===== config.mk =====
export PLATFORM = sky130hd
export DESIGN_NAME = mem_access_unit
export DESIGN_NICKNAME = d
export VERILOG_FILES = /design/src/rtl/mem_access_unit.sv
export SDC_FILE = /design/constraint.sdc
export NUM_CORES = 1
export LEC_CHECK = 0
export ABC_CLOCK_PERIOD_IN_PS = 4100
export BUFFER_PORTS_ARGS = -buffer_cell sky130_fd_sc_hd__buf_2
export CORE_AREA = 2 2 121 123
export CTS_CLUSTER_SIZE = 10
export DETAILED_ROUTE_END_ITERATION = 16
export DIE_AREA = 0 0 123 125
export PLACE_DENSITY = 0.75
export SYNTH_ARGS = -nofsm -noshare
export SYNTH_HDL_FRONTEND = slang
export SYNTH_SLANG_ARGS = --single-unit

===== constraint.sdc =====
create_clock -name clk -period 4.1 [get_ports clk]
set_clock_uncertainty 0.15 [all_clocks]
set_input_delay 0.205 -clock clk [delete_from_list [all_inputs] [get_ports clk]]
set_output_delay 0.205 -clock clk [all_outputs]
set_load 0.005 [all_outputs]

===== src/rtl/mem_access_unit.sv =====
// Memory access unit: turns controller strobes into one request/grant/read-return
// transaction, with alignment, protocol and timeout error pulses.
module mem_access_unit #(
    parameter int unsigned TIMEOUT = 16
) (
    input  logic        clk,
    input  logic        rst,
    input  logic        MemRead,
    input  logic        MemWrite,
    input  logic        IorD,
    input  logic        IRWrite,
    input  logic [31:0] PC,
    input  logic [31:0] ALUOut,
    input  logic [31:0] B,
    output logic        mem_req,
    output logic        mem_we,
    output logic [31:0] mem_addr,
    output logic [31:0] mem_wdata,
    input  logic        mem_gnt,
    input  logic        mem_rvalid,
    input  logic [31:0] mem_rdata,
    output logic [31:0] IR,
    output logic [31:0] MDR,
    output logic        mem_busy,
    output logic        err_align,
    output logic        err_proto,
    output logic        err_timeout
);

    localparam int unsigned CNT_W = $clog2(TIMEOUT + 1);

    typedef enum logic [1:0] {
        S_IDLE    = 2'd0,
        S_REQ     = 2'd1,
        S_WAIT_RD = 2'd2,
        S_DONE    = 2'd3
    } state_t;

    state_t           state_q;
    logic [CNT_W-1:0] cnt_q;
    logic             fetch_q;
    logic             mem_req_q;
    logic             mem_we_q;
    logic [31:0]      mem_addr_q;
    logic [31:0]      mem_wdata_q;
    logic [31:0]      ir_q;
    logic [31:0]      mdr_q;
    logic             err_align_q;
    logic             err_proto_q;
    logic             err_timeout_q;

    logic [31:0]      sel_addr_c;
    logic             proto_c;
    logic             align_c;
    logic             accept_c;
    logic             last_c;

    // Request decode, only acted upon in IDLE
    always_comb begin
        sel_addr_c = IorD ? ALUOut : PC;
        proto_c    = MemRead & MemWrite;
        align_c    = (MemRead | MemWrite) & (sel_addr_c[1:0] != 2'b00);
        accept_c   = (MemRead ^ MemWrite) & (sel_addr_c[1:0] == 2'b00);
        last_c     = (cnt_q == CNT_W'(TIMEOUT - 1));
    end

    always_ff @(posedge clk or posedge rst) begin
        if (rst) begin
            state_q       <= S_IDLE;
            cnt_q         <= '0;
            fetch_q       <= 1'b0;
            mem_req_q     <= 1'b0;
            mem_we_q      <= 1'b0;
            mem_addr_q    <= '0;
            mem_wdata_q   <= '0;
            ir_q          <= '0;
            mdr_q         <= '0;
            err_align_q   <= 1'b0;
            err_proto_q   <= 1'b0;
            err_timeout_q <= 1'b0;
        end else begin
            err_align_q   <= 1'b0;
            err_proto_q   <= 1'b0;
            err_timeout_q <= 1'b0;
            case (state_q)
                S_IDLE: begin
                    if (proto_c) begin
                        err_proto_q <= 1'b1;
                    end else if (align_c) begin
                        err_align_q <= 1'b1;
                    end else if (accept_c) begin
                        mem_addr_q  <= sel_addr_c;
                        mem_wdata_q <= B;
                        mem_we_q    <= MemWrite;
                        fetch_q     <= MemRead & IRWrite;
                        mem_req_q   <= 1'b1;
                        cnt_q       <= '0;
                        state_q     <= S_REQ;
                    end
                end
                S_REQ: begin
                    cnt_q <= cnt_q + CNT_W'(1);
                    // A granted write completes here and beats a simultaneous timeout
                    if (mem_gnt && mem_we_q) begin
                        mem_req_q <= 1'b0;
                        mem_we_q  <= 1'b0;
                        state_q   <= S_DONE;
                    end else if (last_c) begin
                        mem_req_q     <= 1'b0;
                        mem_we_q      <= 1'b0;
                        err_timeout_q <= 1'b1;
                        state_q       <= S_IDLE;
                    end else if (mem_gnt) begin
                        mem_req_q <= 1'b0;
                        state_q   <= S_WAIT_RD;
                    end
                end
                S_WAIT_RD: begin
                    cnt_q <= cnt_q + CNT_W'(1);
                    if (mem_rvalid) begin
                        mdr_q <= mem_rdata;
                        if (fetch_q) begin
                            ir_q <= mem_rdata;
                        end
                        state_q <= S_DONE;
                    end else if (last_c) begin
                        err_timeout_q <= 1'b1;
                        state_q       <= S_IDLE;
                    end
                end
                default: begin
                    state_q <= S_IDLE;
                end
            endcase
        end
    end

    // Busy covers the accepting IDLE cycle so the controller stalls immediately
    assign mem_busy = ~rst & ((state_q == S_REQ) | (state_q == S_WAIT_RD) |
                              ((state_q == S_IDLE) & accept_c));

    assign mem_req     = mem_req_q;
    assign mem_we      = mem_we_q;
    assign mem_addr    = mem_addr_q;
    assign mem_wdata   = mem_wdata_q;
    assign IR          = ir_q;
    assign MDR         = mdr_q;
    assign err_align   = err_align_q;
    assign err_proto   = err_proto_q;
    assign err_timeout = err_timeout_q;

endmodule


# Word level (Yosys, flattened, before mapping)

Cells that the tools add are included.

Register bits after elaboration: 141
Logic and storage cells: 85

Equal/unequal tests: 9
Reduce and logical (&&, ||, !) cells: 14
Bitwise logic cells: 13
Add/sub/neg operators: 1
Multiplexer cells: 36

Operators by type and width:

| cell                                                             | count |
|---|---|
| 32-bit 2-to-1 mux                                                | 1 |
| 1-bit 2-to-1 mux                                                 | 19 |
| 2-bit 2-to-1 mux                                                 | 8 |
| 5-bit 2-to-1 mux                                                 | 3 |
| 5-bit AND reduction                                              | 3 |
| 5-bit case mux with 2 select lines                               | 1 |
| 4-bit AND reduction                                              | 2 |
| 1-bit AND                                                        | 6 |
| 2-bit != test (second input constant)                            | 3 |
| 3-bit != test (second input constant)                            | 2 |
| 1-bit case mux with 2 select lines                               | 3 |
| 2-bit case mux with 3 select lines                               | 1 |
| 2-bit nonzero test                                               | 3 |
| 5-bit by 1-bit adder with 5-bit output (second input constant)   | 1 |
| 5-bit by 4-bit == test with 1-bit output (second input constant) | 1 |
| 2-bit zero test                                                  | 2 |
| 4-bit != test (second input constant)                            | 1 |
| 1-bit NOT                                                        | 3 |
| 1-bit OR                                                         | 3 |
| 3-bit AND reduction                                              | 1 |
| 2-bit by 1-bit == test with 1-bit output (second input constant) | 1 |
| 2-bit == test (second input constant)                            | 1 |
| 2-bit AND reduction                                              | 1 |
| 2-bit OR reduction                                               | 1 |
| 2 further kinds                                                  | 2 |

# Depth between registers and ports, before layout

Gate-level depths: netlist (run 1).

Depth in word-level cells: 7
Gate-level depth with buffers: 9
Depth with buffers taken out: 7

# Worst setup path before layout (run 1)

Ideal clock, no wire load.

Kind: register to register
From: register state_q[0]
To: register mdr_q[10] (netlist: MDR[10])
Path buffers: 2
Clock period less this slack: 2121 ps
Arrival: 1846 ps
Stages on the path, launching flop included: 7
Path slack: 1979 ps
Setup time: 125 ps
Cells stage by stage: dfrtp_1 > inv_1 > ha_1 > and2_1 > clkbuf_1 > clkbuf_1 > mux2_2

Cells in the longest elaborated chain, start to end: 2

Ends and longest elaborated chain:

| what                          | RTL line | source |
|---|---|---|
| start, declared               | 39       | `state_t state_q;` |
| start signal, assigned        | 69       | `state_q <= S_IDLE;` |
| start signal, assigned        | 98       | `state_q <= S_REQ;` |
| start signal, assigned        | 107      | `state_q <= S_DONE;` |
| 2-bit == test                 | 85       | `case (state_q)` |
| 2-bit AND reduction (no line) | --       |  |
| end signal, assigned          | 121      | `mdr_q <= mem_rdata;` |
| end, declared                 | 47       | `logic [31:0] mdr_q;` |

Every way passes these cells.
A chain may end at the register's enable or synchronous reset.

# Worst setup path after layout (run 1)

From: register state_q[0]
To: register cnt_q[0]

Cells in the longest elaborated chain, start to end: 4

Ends and longest elaborated chain:

| what                                                                             | RTL line | source |
|---|---|---|
| 2-bit by 1-bit == test with 1-bit output / 2-bit == test (equally long branches) | 85       |  |
| 2-bit OR reduction (no line)                                                     | --       |  |
| 2-bit nonzero test (no line)                                                     | --       |  |
| 4-bit AND reduction (no line)                                                    | --       |  |
| end signal, assigned                                                             | 102      | `cnt_q <= cnt_q + CNT_W'(1);` |
| end signal, assigned                                                             | 119      | `cnt_q <= cnt_q + CNT_W'(1);` |
| end, declared                                                                    | 40       | `logic [CNT_W-1:0] cnt_q;` |

Several ways; a longest one is shown, not always the timed one.

==> impl_summary.log, run 1 <==
INFO  metric synth_area_leader_cell = sky130_fd_sc_hd__dfrtp_1
INFO  metric cts_tree = built
INFO  metric fp.dieArea = 15,380 um2
INFO  metric failed_checks = negative hold slack
INFO  metric worst_max_slew_margin_expressed_relative_to_the_limit = 0.3606
INFO  metric critical_path_required = roughly 4.3 ns
INFO  metric synth.yosys.seq_area_share = 0.6057
INFO  metric synth.lib_cells_used.distinct = 35
INFO  metric power.leakage = 0.004776 uW
INFO  metric fin_setup_tns = 0 ns
INFO  metric initial_core_utilization = 0.4101
INFO  metric sw_frac_of_total = 0.3030
INFO  metric combinationalPowerShare = 0.334
INFO  metric layout_cells_sized_above_1 = 0.4880
INFO  metric post_cts_hold_buffer_count = approximately 130
INFO  metric fmaxAchievable = 388.8 MHz
INFO  metric die_h = 125 um
INFO  metric hold_violations = 1
INFO  metric startpoint_class = flop
INFO  metric largest_net_degree_at_the_start_of_global_routing = 98
INFO  metric worstSetupEndpointType = flop
INFO  metric crit_path_cell_trace = inv_1 > ha_1 > nand2b_1 > a21o_4 > a21boi_1 > mux2_2
INFO  metric cellPowerDensity = 646.8 nW/um2
INFO  metric wl_per_cell = 16.26 um
INFO  metric criticalPathCategory = reg -> reg
INFO  metric antenna_violations_before_repair = 0
INFO  metric worst_min_delay_path_class = in -> reg
INFO  metric io_pins = 270
INFO  metric num_antenna_cells = 0
INFO  metric outcome = finished, violations left
INFO  metric grtUsageTotal = 0.2187
INFO  metric num-nets-final = roughly 970
INFO  metric yosysWarnings = 0
INFO  metric critical_path_fanouts_max = 97
INFO  metric grt_first_pass_wirelength = between 20,000 and 30,000 um
INFO  metric crit_path_max_incr_delay = 0.70 ns
INFO  metric share_of_power_burned_in_registers = 0.402
INFO  metric detailroute.via_count = between 4,000 and 5,000
INFO  metric postSynthNetCount = 569
INFO  metric clock_share_of_power = 0.264
INFO  metric postRouteAntennaNets = 0
INFO  metric min_path_cells = 3
INFO  metric vdd_drop_max = 0.3026 mV
INFO  metric synth.cells.most_frequent = 141 x sky130_fd_sc_hd__dfrtp_1, 93 x sky130_fd_sc_hd__mux2_2, 40 x sky130_fd_sc_hd__nand2_1
INFO  metric clkTransAtPathRegs = around 0.060 ns
INFO  metric area_growth_syn_to_layout = 58.48%
INFO  metric timing.final.crit_share = 0.6274
INFO  metric clockBufferDepth = 2
INFO  metric synth.avg_cell_area = around 14 um2
INFO  metric synth_ff_type = sky130_fd_sc_hd__dfrtp_1
INFO  metric number_of_synthesized_register_bits = 141
INFO  metric reg2reg_setup_slack = about 1.5 ns
INFO  metric htree_levels = 4
INFO  metric synth.most_common_cell = sky130_fd_sc_hd__dfrtp_1
INFO  metric r2r_cells = 6
INFO  metric grt_overflow_total = 0
INFO  metric floorplan.rows = 44
INFO  metric report.final.slew_viol_count = 0
INFO  metric drc = 0
INFO  metric fp.dieW = between 100 and 150 um
INFO  metric detail_route.wirelength = 16,550 um
INFO  metric input_output_buffers = around 270
INFO  metric global_placement_routability_congestion = 0.7639
INFO  metric switchingPower = roughly 1800 uW
INFO  metric place.detailed.instances = 860
INFO  metric totalPowerFinal = 5972 uW
INFO  metric floorplan.core_area = roughly 14,000 um2
INFO  metric postSynthCellCount = 424
INFO  metric final_cell_count_no_fill = between 1,000 and 1,500
INFO  metric drt-pass1-iter-count = 4
INFO  metric route.detailed.vias_per_inst = 4.837
INFO  metric clkSinkCount = 141
INFO  metric p_int = 4162 uW
INFO  metric cts_post_setup_buffers_inserted = 0
INFO  metric synthDominantCellAreaShare = 0.6057
INFO  metric post_cts_resized = 0
INFO  metric mappedNetlistArea = between 5000 and 6000 um2
INFO  metric share_of_flip_flops_with_an_asynchronous_set_or_reset_after_synthesis = 1.000
INFO  metric cts-root-buf = sky130_fd_sc_hd__clkbuf_16
INFO  metric worstPathArrival = 2.77 ns
INFO  metric unrepaired_setup_endpoints_after_global_routing = no
INFO  metric synth-edff-count = 0
INFO  metric cts_buffers = 17
INFO  metric detailedPlacementHpwl = approximately 11,000 um
INFO  metric grt_pass1_vias = between 5,000 and 6,000
INFO  metric transition_time_at_the_pin_with_the_least_slew_margin = around 0.96 ns
INFO  metric clock_insertion_delay_worst_skew = 0.40 ns
INFO  metric critPathSlowestCell = sky130_fd_sc_hd__a21o_4
INFO  metric maxCapViolations = 0
INFO  metric dr.first_iter.drc_count = 225
INFO  metric worst_hold_slack = -0.02286 ns
INFO  metric final-setup-viol-count = 0
INFO  metric synth_area_leaders = sky130_fd_sc_hd__dfrtp_1 61%, sky130_fd_sc_hd__mux2_2 18%, sky130_fd_sc_hd__mux2i_1 5.2%
INFO  metric final_critical_delay_including_setup_and_external_delays = 2.572 ns
-- sequential cells by signal, summed over array words and instances, names as in the netlist --
| register | flops |
|---|---|
| cnt_q | 5 |
| mem_req | 1 |
| err_timeout | 1 |
| mem_we | 1 |
| IR | 32 |
| err_proto | 1 |
| fetch_q | 1 |
| mem_wdata | 32 |
| MDR | 32 |
| mem_addr | 32 |
| state_q | 2 |
| err_align | 1 |
-- per-stage QoR --
stage               cell area [um2]  setup WS [ns]  hold slack, ns  utilization
floorplan                      5829          1.979          0.1910            -
detailed placement             7355          1.515          0.2298       0.5178
finish                         9233          1.528        -0.02286       0.6500
global route                   9233          1.306         0.01472       0.6500
global placement               7355          1.607          0.2123       0.5178
CTS                            9233          1.512         0.01218       0.6500
-- worst max-delay path: cells and delay by family (launching register included) --
family	cells	cell delay (ns)
DFF	1	0.38
muxes	1	0.23
adders and majority gates	1	0.33
and+or+nand+nor	1	0.17
AOI/OAI and AO/OA	2	1.16
buffers and inverters	1	0.08
-- path summary, 6_finish.rpt --
| check | from | to |
|---|---|---|
| worst max register to register | state_q[0] | cnt_q[0] |
| worst max-delay path | state_q[0] | cnt_q[0] |
| worst min register to register | mem_addr[13] | mem_addr[13] |
| worst min-delay path | PC[21] | mem_addr[21] |
| min in group asynchronous | rst | mem_we |
| max in group asynchronous | rst | mem_wdata[12] |
-- kinds of logic (layout without fill, tap and decap cells) --
logic type | after synthesis | in the layout | share of synthesized area
multiplexers | 129 | 129 | 0.2468
AO/OA/AOI/OAI | 53 | 53 | 0.05413
buffers and inverters | 32 | 442 | 0.02513
adder cells (fa/ha/maj) | 9 | 9 | 0.01933
AND/OR/NAND/NOR | 60 | 60 | 0.04897
flip-flops | 141 | 141 | 0.6057
-- placed cells by master (no fill, tap or decap), types with 4 or more instances in the layout --
master,netlist,routed
sky130_fd_sc_hd__inv_1,10,9
sky130_fd_sc_hd__clkbuf_16,0,17
sky130_fd_sc_hd__dlygate4sd3_1,0,126
sky130_fd_sc_hd__clkinv_4,0,4
sky130_fd_sc_hd__ha_1,9,9
sky130_fd_sc_hd__buf_2,3,269
sky130_fd_sc_hd__dfrtp_1,141,141
sky130_fd_sc_hd__o21ai_0,33,33
sky130_fd_sc_hd__mux2i_1,30,30
sky130_fd_sc_hd__mux2_4,6,6
sky130_fd_sc_hd__nand2_1,40,40
sky130_fd_sc_hd__nand2b_1,4,4
sky130_fd_sc_hd__mux2_2,93,93
sky130_fd_sc_hd__buf_4,0,4
-- per-layer routing --
metal	global-route usage	vias up	share of wire
li1	-	2301	-
met1	0.2362	2366	0.38
met2	0.3877	227	0.51
met3	0.07071	30	0.083
met4	0.09358	0	0.027
met5	0	-	0
-- power groups by stage --
stage	sequential, uW	combinational (uW)	clock [uW]
5_1_grt	2480	2200	1680
2_1_floorplan	2420	905	0
6_report	2400	1990	1580
4_1_cts	2390	2000	1620
3_5_place_dp	2400	1890	0
3_3_place_gp	2350	1820	0
-- layout make-up --
type | instances | area [um2]
Clock inverter | 11 | 156.4
Tap cell | 184 | 230.2
Sequential cell | 141 | 3528
Fill cell | 983 | 4971
Clock buffer | 21 | 460.4
Inverter | 10 | 41.29
Multi-Input combinational cell | 251 | 2158
Timing Repair Buffer | 400 | 2658
Power figures use the tool's default switching activity.
==> run 2: changes to the inputs <==
- ABC_CLOCK_PERIOD_IN_PS: 4100 -> 2500
- CORE_AREA: 2 2 121 123 -> 2 2 115 117
- DIE_AREA: 0 0 123 125 -> 0 0 117 119
- PLACE_DENSITY: 0.75 -> 0.79
- clock period: 4.1 -> 2.5 ns (I/O delays scaled with it)
==> run 2 against run 1 <==
Effect of this change: the flow now finishes without violations; sequential power is 65% higher; critical endpoint is now mem_busy; highest routed layer unchanged; final area is 1.4% higher; die area is 9.4% lower.
==> impl_summary.log, run 2 (same netlist as run 1, synthesis figures left out) <==
INFO  metric io_pins = 270 (unchanged)
INFO  metric p_int = 7093 uW (+70%)
INFO  metric most-common-layout-cells = 269 x sky130_fd_sc_hd__buf_2, 141 x sky130_fd_sc_hd__dfrtp_1, 133 x sky130_fd_sc_hd__dlygate4sd3_1
INFO  metric criticalPathCategory = in -> out
INFO  metric placement_cell_area = 7365 um2 (+0.14%)
INFO  metric global_placement_routability_congestion = 0.7979 (+4.5%)
INFO  metric cts_buffers = 17 (unchanged)
INFO  metric fp.dieArea = 13,920 um2 (-9.4%)
INFO  metric drc = 0 (unchanged)
INFO  metric cellPowerDensity = 1083 nW/um2 (+67%)
INFO  metric power.leakage = 0.004841 uW (+1.4%)
INFO  metric initial_core_utilization = 0.4525 (+0.04233)
INFO  metric route.detailed.vias_per_inst = 5.036 (+4.1%)
INFO  metric detailroute.via_count = 5,127 (+4.1%)
INFO  metric final_area = 9364 um2 (+1.4%)
INFO  metric worst_hold_slack = 0.08562 ns (+0.1085 ns)
INFO  metric wl_per_cell = 17.73 um (+9.0%)
INFO  metric switchingPower = 3043 uW (+68%)
INFO  metric worstSetupEndpointType = output pin
INFO  metric grt_overflow_total = 0 (unchanged)
INFO  metric share_of_power_burned_in_registers = 0.390 (-0.012)
INFO  metric htree_levels = 4 (unchanged)
INFO  metric cp-startpoint = MemWrite
INFO  metric worstReg2RegStart = cnt_q[0]
INFO  metric num-nets-final = 974 (+0.83%)
INFO  metric layout_cells_sized_above_1 = 0.4846 (-0.003449)
INFO  metric timing.final.crit_share = 0.9458
INFO  metric transition_time_at_the_pin_with_the_least_slew_margin = 0.8063 ns (-0.1529 ns)
INFO  metric final-setup-viol-count = 0 (unchanged)
INFO  metric cts_post_setup_buffers_inserted = 0 (unchanged)
INFO  metric fmaxAchievable = 422.9 MHz
INFO  metric floorplan.core_area = 12,870 um2 (-9.4%)
INFO  metric grt_first_pass_wirelength = 27,660 um (+6.7%)
INFO  metric detailedPlacementHpwl = 10,320 um (-3.3%)
INFO  metric outcome = completed
INFO  metric critical_path_required = 2.23 ns (-2.06 ns)
INFO  metric critical_path_fanouts_max = 5 (-95%)
INFO  metric fp.dieW = 117 um (-4.9%)
INFO  metric hold_violations = 0 (-1)
INFO  metric final_critical_delay_including_setup_and_external_delays = 2.364 ns
INFO  metric cts_tree = built
INFO  metric combinationalPowerShare = 0.332 (-0.002)
INFO  metric area_growth_syn_to_layout = 60.74%
INFO  metric die_h = 119 um (-4.8%)
INFO  metric cts-root-buf = sky130_fd_sc_hd__clkbuf_16
INFO  metric postRouteAntennaNets = 0 (unchanged)
INFO  metric input_output_buffers = 269 (unchanged)
INFO  metric clkSinkCount = 141 (unchanged)
INFO  metric worst_max_slew_margin_expressed_relative_to_the_limit = 0.4625 (+0.1019)
INFO  metric floorplan.rows = 42 (-4.5%)
INFO  metric num_antenna_cells = 0 (unchanged)
INFO  metric worst_min_delay_path_class = in -> reg
INFO  metric drt-pass1-iter-count = 4 (unchanged)
INFO  metric grtUsageTotal = 0.2593 (+0.04055)
INFO  metric dr.first_iter.drc_count = 385 (+71%)
INFO  metric fin_setup_tns = 0 ns (unchanged)
INFO  metric clock_insertion_delay_worst_skew = 0.41 ns (about the same)
INFO  metric beginning_of_the_worst_hold_path = MemRead
INFO  metric clockBufferDepth = 2 (unchanged)
INFO  metric report.final.slew_viol_count = 0 (unchanged)
INFO  metric area.sequential = 3528 um2 (unchanged)
INFO  metric antenna_violations_before_repair = 0 (unchanged)
INFO  metric multi_input_area = 2158 um2 (unchanged)
INFO  metric mostFrequentLayoutCell = sky130_fd_sc_hd__buf_2
INFO  metric largest_net_degree_at_the_start_of_global_routing = 142 (+45%)
INFO  metric sw_frac_of_total = 0.3002 (-0.002767)
INFO  metric unrepaired_setup_endpoints_after_global_routing = no
INFO  metric vdd_drop_max = 0.5068 mV (+67%)
INFO  metric count_of_filler_cells_inserted_in_the_layout = 797 (-19%)
INFO  metric detail_route.wirelength = 18,050 um (+9.0%)
INFO  metric clkTransAtPathRegs = 0.06 ns (about the same)
INFO  metric grt_pass1_vias = 5,509 (+4.5%)
INFO  metric clock_share_of_power = 0.278 (+0.014)
INFO  metric startpoint_class = input port
INFO  metric worstPathArrival = 2.09 ns (-0.68 ns)
INFO  metric maxCapViolations = 0 (unchanged)
[run 2: cell count changes in the layout (fill, tap and decap cells not counted)]
cell,change
sky130_fd_sc_hd__dlygate4sd3_1,+7
sky130_fd_sc_hd__clkinv_4,-3
sky130_fd_sc_hd__bufinv_16,+2
sky130_fd_sc_hd__clkbuf_8,+2
sky130_fd_sc_hd__inv_6,-2
sky130_fd_sc_hd__buf_12,+1
sky130_fd_sc_hd__clkinvlp_4,+1
[run 2: worst paths after layout]
path / cells past startpoint / slack, ns / to
min reg2reg: 2 / 0.33 / mem_addr[14]
max reg2reg: 7 / 0.30 / state_q[0]
max in group asynchronous: 4 / 1.26 / cnt_q[2]
max: 9 / 0.14 / mem_busy
min in group asynchronous: 4 / 0.27 / mem_we
min: 4 / 0.09 / err_proto
[run 2: worst max-delay path, stage by stage]
cell	delay, ns
sky130_fd_sc_hd__dlygate4sd3_1	0.53
sky130_fd_sc_hd__buf_2	0.11
sky130_fd_sc_hd__inv_1	0.05
sky130_fd_sc_hd__ha_1	0.29
sky130_fd_sc_hd__or4b_4	0.50
sky130_fd_sc_hd__nand2_1	0.12
sky130_fd_sc_hd__nand2_1	0.08
sky130_fd_sc_hd__a21oi_1	0.16
sky130_fd_sc_hd__buf_2	0.12
[run 2: repair_timing]
action,in CTS,in global routing
endpoints found under the hold margin,271,0
gates resized for setup,0,0
hold buffers,133,0
[run 2: routing by layer]
| metal | part of all wire | GRT usage | vias up |
|---|---|---|---|
| met5 | 0 | 0 | - |
| met4 | 0.036 | 0.1213 | 0 |
| met3 | 0.083 | 0.07583 | 45 |
| met2 | 0.50 | 0.4400 | 283 |
| met1 | 0.38 | 0.2978 | 2495 |
| li1 | - | - | 2304 |
[run 2: per-stage QoR]
| stage | utilization | cells | setup slack, ns | power, uW |
|---|---|---|---|---|
| after CTS | 0.7273 | 1018 | 0.1485 | 10040 |
| after global placement | 0.5720 | 853 | 0.3647 | 6836 |
| after detailed placement | 0.5720 | 853 | 0.3127 | 7013 |
| after global routing | 0.7273 | 1018 | 0.03066 | 10730 |
| after floorplan | - | 424 | 0.3791 | 5454 |
| final | 0.7273 | 1018 | 0.1355 | 10140 |
[run 2: final cells by class]
| cell class | instances | area share |
|---|---|---|
| sequential | 141 | 0.3768 |
| timing repair buffer | 408 | 0.2934 |
| multi-input combinational | 251 | 0.2305 |
| clock buffer | 23 | 0.05211 |
| tap | 176 | 0.02352 |
| clock inverter | 9 | 0.01924 |
| inverter | 10 | 0.004409 |
[run 2: power groups by stage]
| stage | clock (uW) | combinational, uW | sequential, uW |
|---|---|---|---|
| floorplan | 0 | 1480 | 3970 |
| global placement | 0 | 2970 | 3860 |
| detailed placement | 0 | 3100 | 3920 |
| CTS | 2870 | 3280 | 3900 |
| global route | 2970 | 3700 | 4070 |
| finish | 2810 | 3370 | 3950 |
==> run 3: changes to the inputs <==
- MAX_ROUTING_LAYER: default -> met4
==> run 3 against run 2 <==
Effect of this change: global-route usage increased by 0.69 points; sequential power about the same; cell count unchanged.
==> impl_summary.log, run 3 (same netlist as run 1, synthesis figures left out) <==
INFO  metric cts_buffers = 17 (unchanged)
INFO  metric global_route.usage.met3 = 0.06718 (-0.008651)
INFO  metric cts_post_setup_buffers_inserted = 0 (unchanged)
INFO  metric floorplan.rows = 42 (unchanged)
INFO  metric report.final.slew_viol_count = 0 (unchanged)
INFO  metric route.detailed.vias_per_inst = 5.074 (+0.74%)
INFO  metric post_cts_resized = 0 (unchanged)
INFO  metric cts_tree = built
INFO  metric wl_per_cell = 17.70 um (-0.19%)
INFO  metric critical_path_fanouts_max = 5 (unchanged)
INFO  metric clkTransAtPathRegs = 0.06 ns (about the same)
INFO  metric grt_overflow_total = 0 (unchanged)
INFO  metric power.leakage = 0.004841 uW (unchanged)
INFO  metric fp.dieArea = 13,920 um2 (unchanged)
INFO  metric outcome = completed
INFO  metric worstPathArrival = 2.09 ns (about the same)
INFO  metric critical_path_required = 2.23 ns (about the same)
INFO  metric transition_time_at_the_pin_with_the_least_slew_margin = 0.8148 ns (+0.008525 ns)
INFO  metric unrepaired_setup_endpoints_after_global_routing = no
INFO  metric mostFrequentLayoutCell = sky130_fd_sc_hd__buf_2
INFO  metric floorplan.core_area = 12,870 um2 (unchanged)
INFO  metric rr_endpoint = state_q[0]
INFO  metric drt-pass1-iter-count = 4 (unchanged)
INFO  metric postRouteAntennaNets = 0 (unchanged)
INFO  metric cellPowerDensity = 1082 nW/um2 (about the same)
INFO  metric timing.final.crit_share = 0.9452 (about the same)
INFO  metric maxCapViolations = 0 (unchanged)
INFO  metric post_cts_hold_buffer_count = 133 (unchanged)
INFO  metric final_critical_delay_including_setup_and_external_delays = 2.363 ns (-0.001526 ns)
INFO  metric crit_path_buf_inv_count = 4 (unchanged)
INFO  metric htree_levels = 4 (unchanged)
INFO  metric worst_hold_slack = 0.08505 ns (-0.0005683 ns)
INFO  metric dr.first_iter.drc_count = 365 (-5.2%)
INFO  metric final-setup-viol-count = 0 (unchanged)
INFO  metric num-nets-final = 974 (unchanged)
INFO  metric detail_route.wirelength = 18,020 um (-0.19%)
INFO  metric grt_first_pass_wirelength = 27,600 um (-0.22%)
INFO  metric input_output_buffers = 269 (unchanged)
INFO  metric beginning_of_the_worst_hold_path = MemRead
INFO  metric clock_insertion_delay_worst_skew = 0.41 ns (about the same)
INFO  metric fp.dieW = 117 um (unchanged)
INFO  metric io_pins = 270 (unchanged)
INFO  metric reg2reg_setup_slack = 0.30 ns (about the same)
INFO  metric worst_max_slew_margin_expressed_relative_to_the_limit = 0.4568 (-0.005684)
INFO  metric detailroute.via_count = 5,165 (+0.74%)
INFO  metric initial_core_utilization = 0.4525 (unchanged)
INFO  metric hold_violations = 0 (unchanged)
INFO  metric criticalPathCategory = in -> out
INFO  metric drc = 0 (unchanged)
INFO  metric crit_path_cell_trace = dlygate4sd3_1 > buf_2 > inv_1 > ha_1 > or4b_4 > nand2_1 > nand2_1 > a21oi_1 > buf_2
INFO  metric die_h = 119 um (unchanged)
INFO  metric grt-busiest-layer = met2
INFO  metric grtUsageTotal = 0.2661 (+0.006865)
INFO  metric num_antenna_cells = 0 (unchanged)
INFO  metric antenna_violations_before_repair = 0 (unchanged)
INFO  metric grt_use_met1 = 0.3022 (+0.004399)
INFO  metric worst_min_delay_path_class = in -> reg
INFO  metric endpoint = mem_busy
INFO  metric critPathSlowestCell = sky130_fd_sc_hd__dlygate4sd3_1
INFO  metric cp-startpoint = MemWrite
INFO  metric min_path_cells = 4 (unchanged)
INFO  metric startpoint_class = input port
INFO  metric timing.critical_path.depth = 9 (unchanged)
INFO  metric most-common-layout-cells = 269 x sky130_fd_sc_hd__buf_2, 141 x sky130_fd_sc_hd__dfrtp_1, 133 x sky130_fd_sc_hd__dlygate4sd3_1
INFO  metric global_placement_routability_congestion = 0.8094 (+1.4%)
INFO  metric area_growth_syn_to_layout = 60.74% (unchanged)
INFO  metric detailedPlacementHpwl = 10,320 um (unchanged)
INFO  metric grt_pass1_vias = 5,528 (+0.34%)
INFO  metric critical-path-top-delay-family = buffers and inverters
INFO  metric vdd_drop_max = 0.5040 mV (-0.54%)
INFO  metric layout_cells_sized_above_1 = 0.4846 (unchanged)
INFO  metric worstReg2RegStart = cnt_q[0]
INFO  metric crit_path_max_incr_delay = 0.53 ns (about the same)
INFO  metric cts-root-buf = sky130_fd_sc_hd__clkbuf_16
INFO  metric largest_net_degree_at_the_start_of_global_routing = 142 (unchanged)
INFO  metric clkSinkCount = 141 (unchanged)
INFO  metric worstSetupEndpointType = output pin
INFO  metric r2r_cells = 7 (unchanged)
INFO  metric fin_setup_tns = 0 ns (unchanged)
INFO  metric fmaxAchievable = 423.2 MHz (about the same)
INFO  metric global_route.usage.met2 = 0.4379 (-0.002168)
INFO  metric clockBufferDepth = 2 (unchanged)
-- run 3: cell counts in the layout (fill, tap and decap cells not counted) --
No cell type changed its count.
-- run 3: through the flow --
stage	setup slack, ns	cells	area (um2)	util	power (uW)
finish	0.1370	1018	9364	0.7273	10130
global route	0.03066	1018	9364	0.7273	10730
CTS	0.1485	1018	9364	0.7273	10040
detailed placement	0.3127	853	7365	0.5720	7013
global placement	0.3647	853	7365	0.5720	6836
floorplan	0.3791	424	5829	-	5454
-- run 3: final cells by class --
type / count / area [um2]
tap: 176 / 220.2
clock buffer: 23 / 488.0
fill: 797 / 3511
inverter: 10 / 41.29
multi-input combinational: 251 / 2158
clock inverter: 9 / 180.2
sequential: 141 / 3528
timing repair buffer: 408 / 2748
-- run 3: worst min-delay path by stage --
stage                                to  slack (ns)
final                         err_proto        0.09
after global routing          err_proto        0.12
after CTS                     err_proto        0.06
after detailed placement   mem_wdata[4]        0.21
after global placement    mem_wdata[13]        0.21
after floorplan                 fetch_q        0.11
-- run 3: tightest hold or removal path: cells and delay by family --
kind | cells | cell delay [ns]
buffers and inverters | 2 | 0.18
adder cells (fa/ha/maj) | 1 | 0.20
AND/OR/NAND/NOR | 1 | 0.10
-- run 3: metal layers --
| layer | share of wire | vias up | wire, um |
|---|---|---|---|
| li1 | - | 2303 | - |
| met1 | 0.38 | 2516 | 6888 |
| met2 | 0.50 | 294 | 8922 |
| met3 | 0.083 | 52 | 1503 |
| met4 | 0.039 | 0 | 704 |
| met5 | 0 | - | 0 |
-- run 3: power by group --
group	leakage, uW	internal (uW)	switching, uW
Clock	0.000324	1880	932
Combinational	0.00276	1870	1500
Sequential	0.00176	3340	610
Total	0.00484	7090	3040
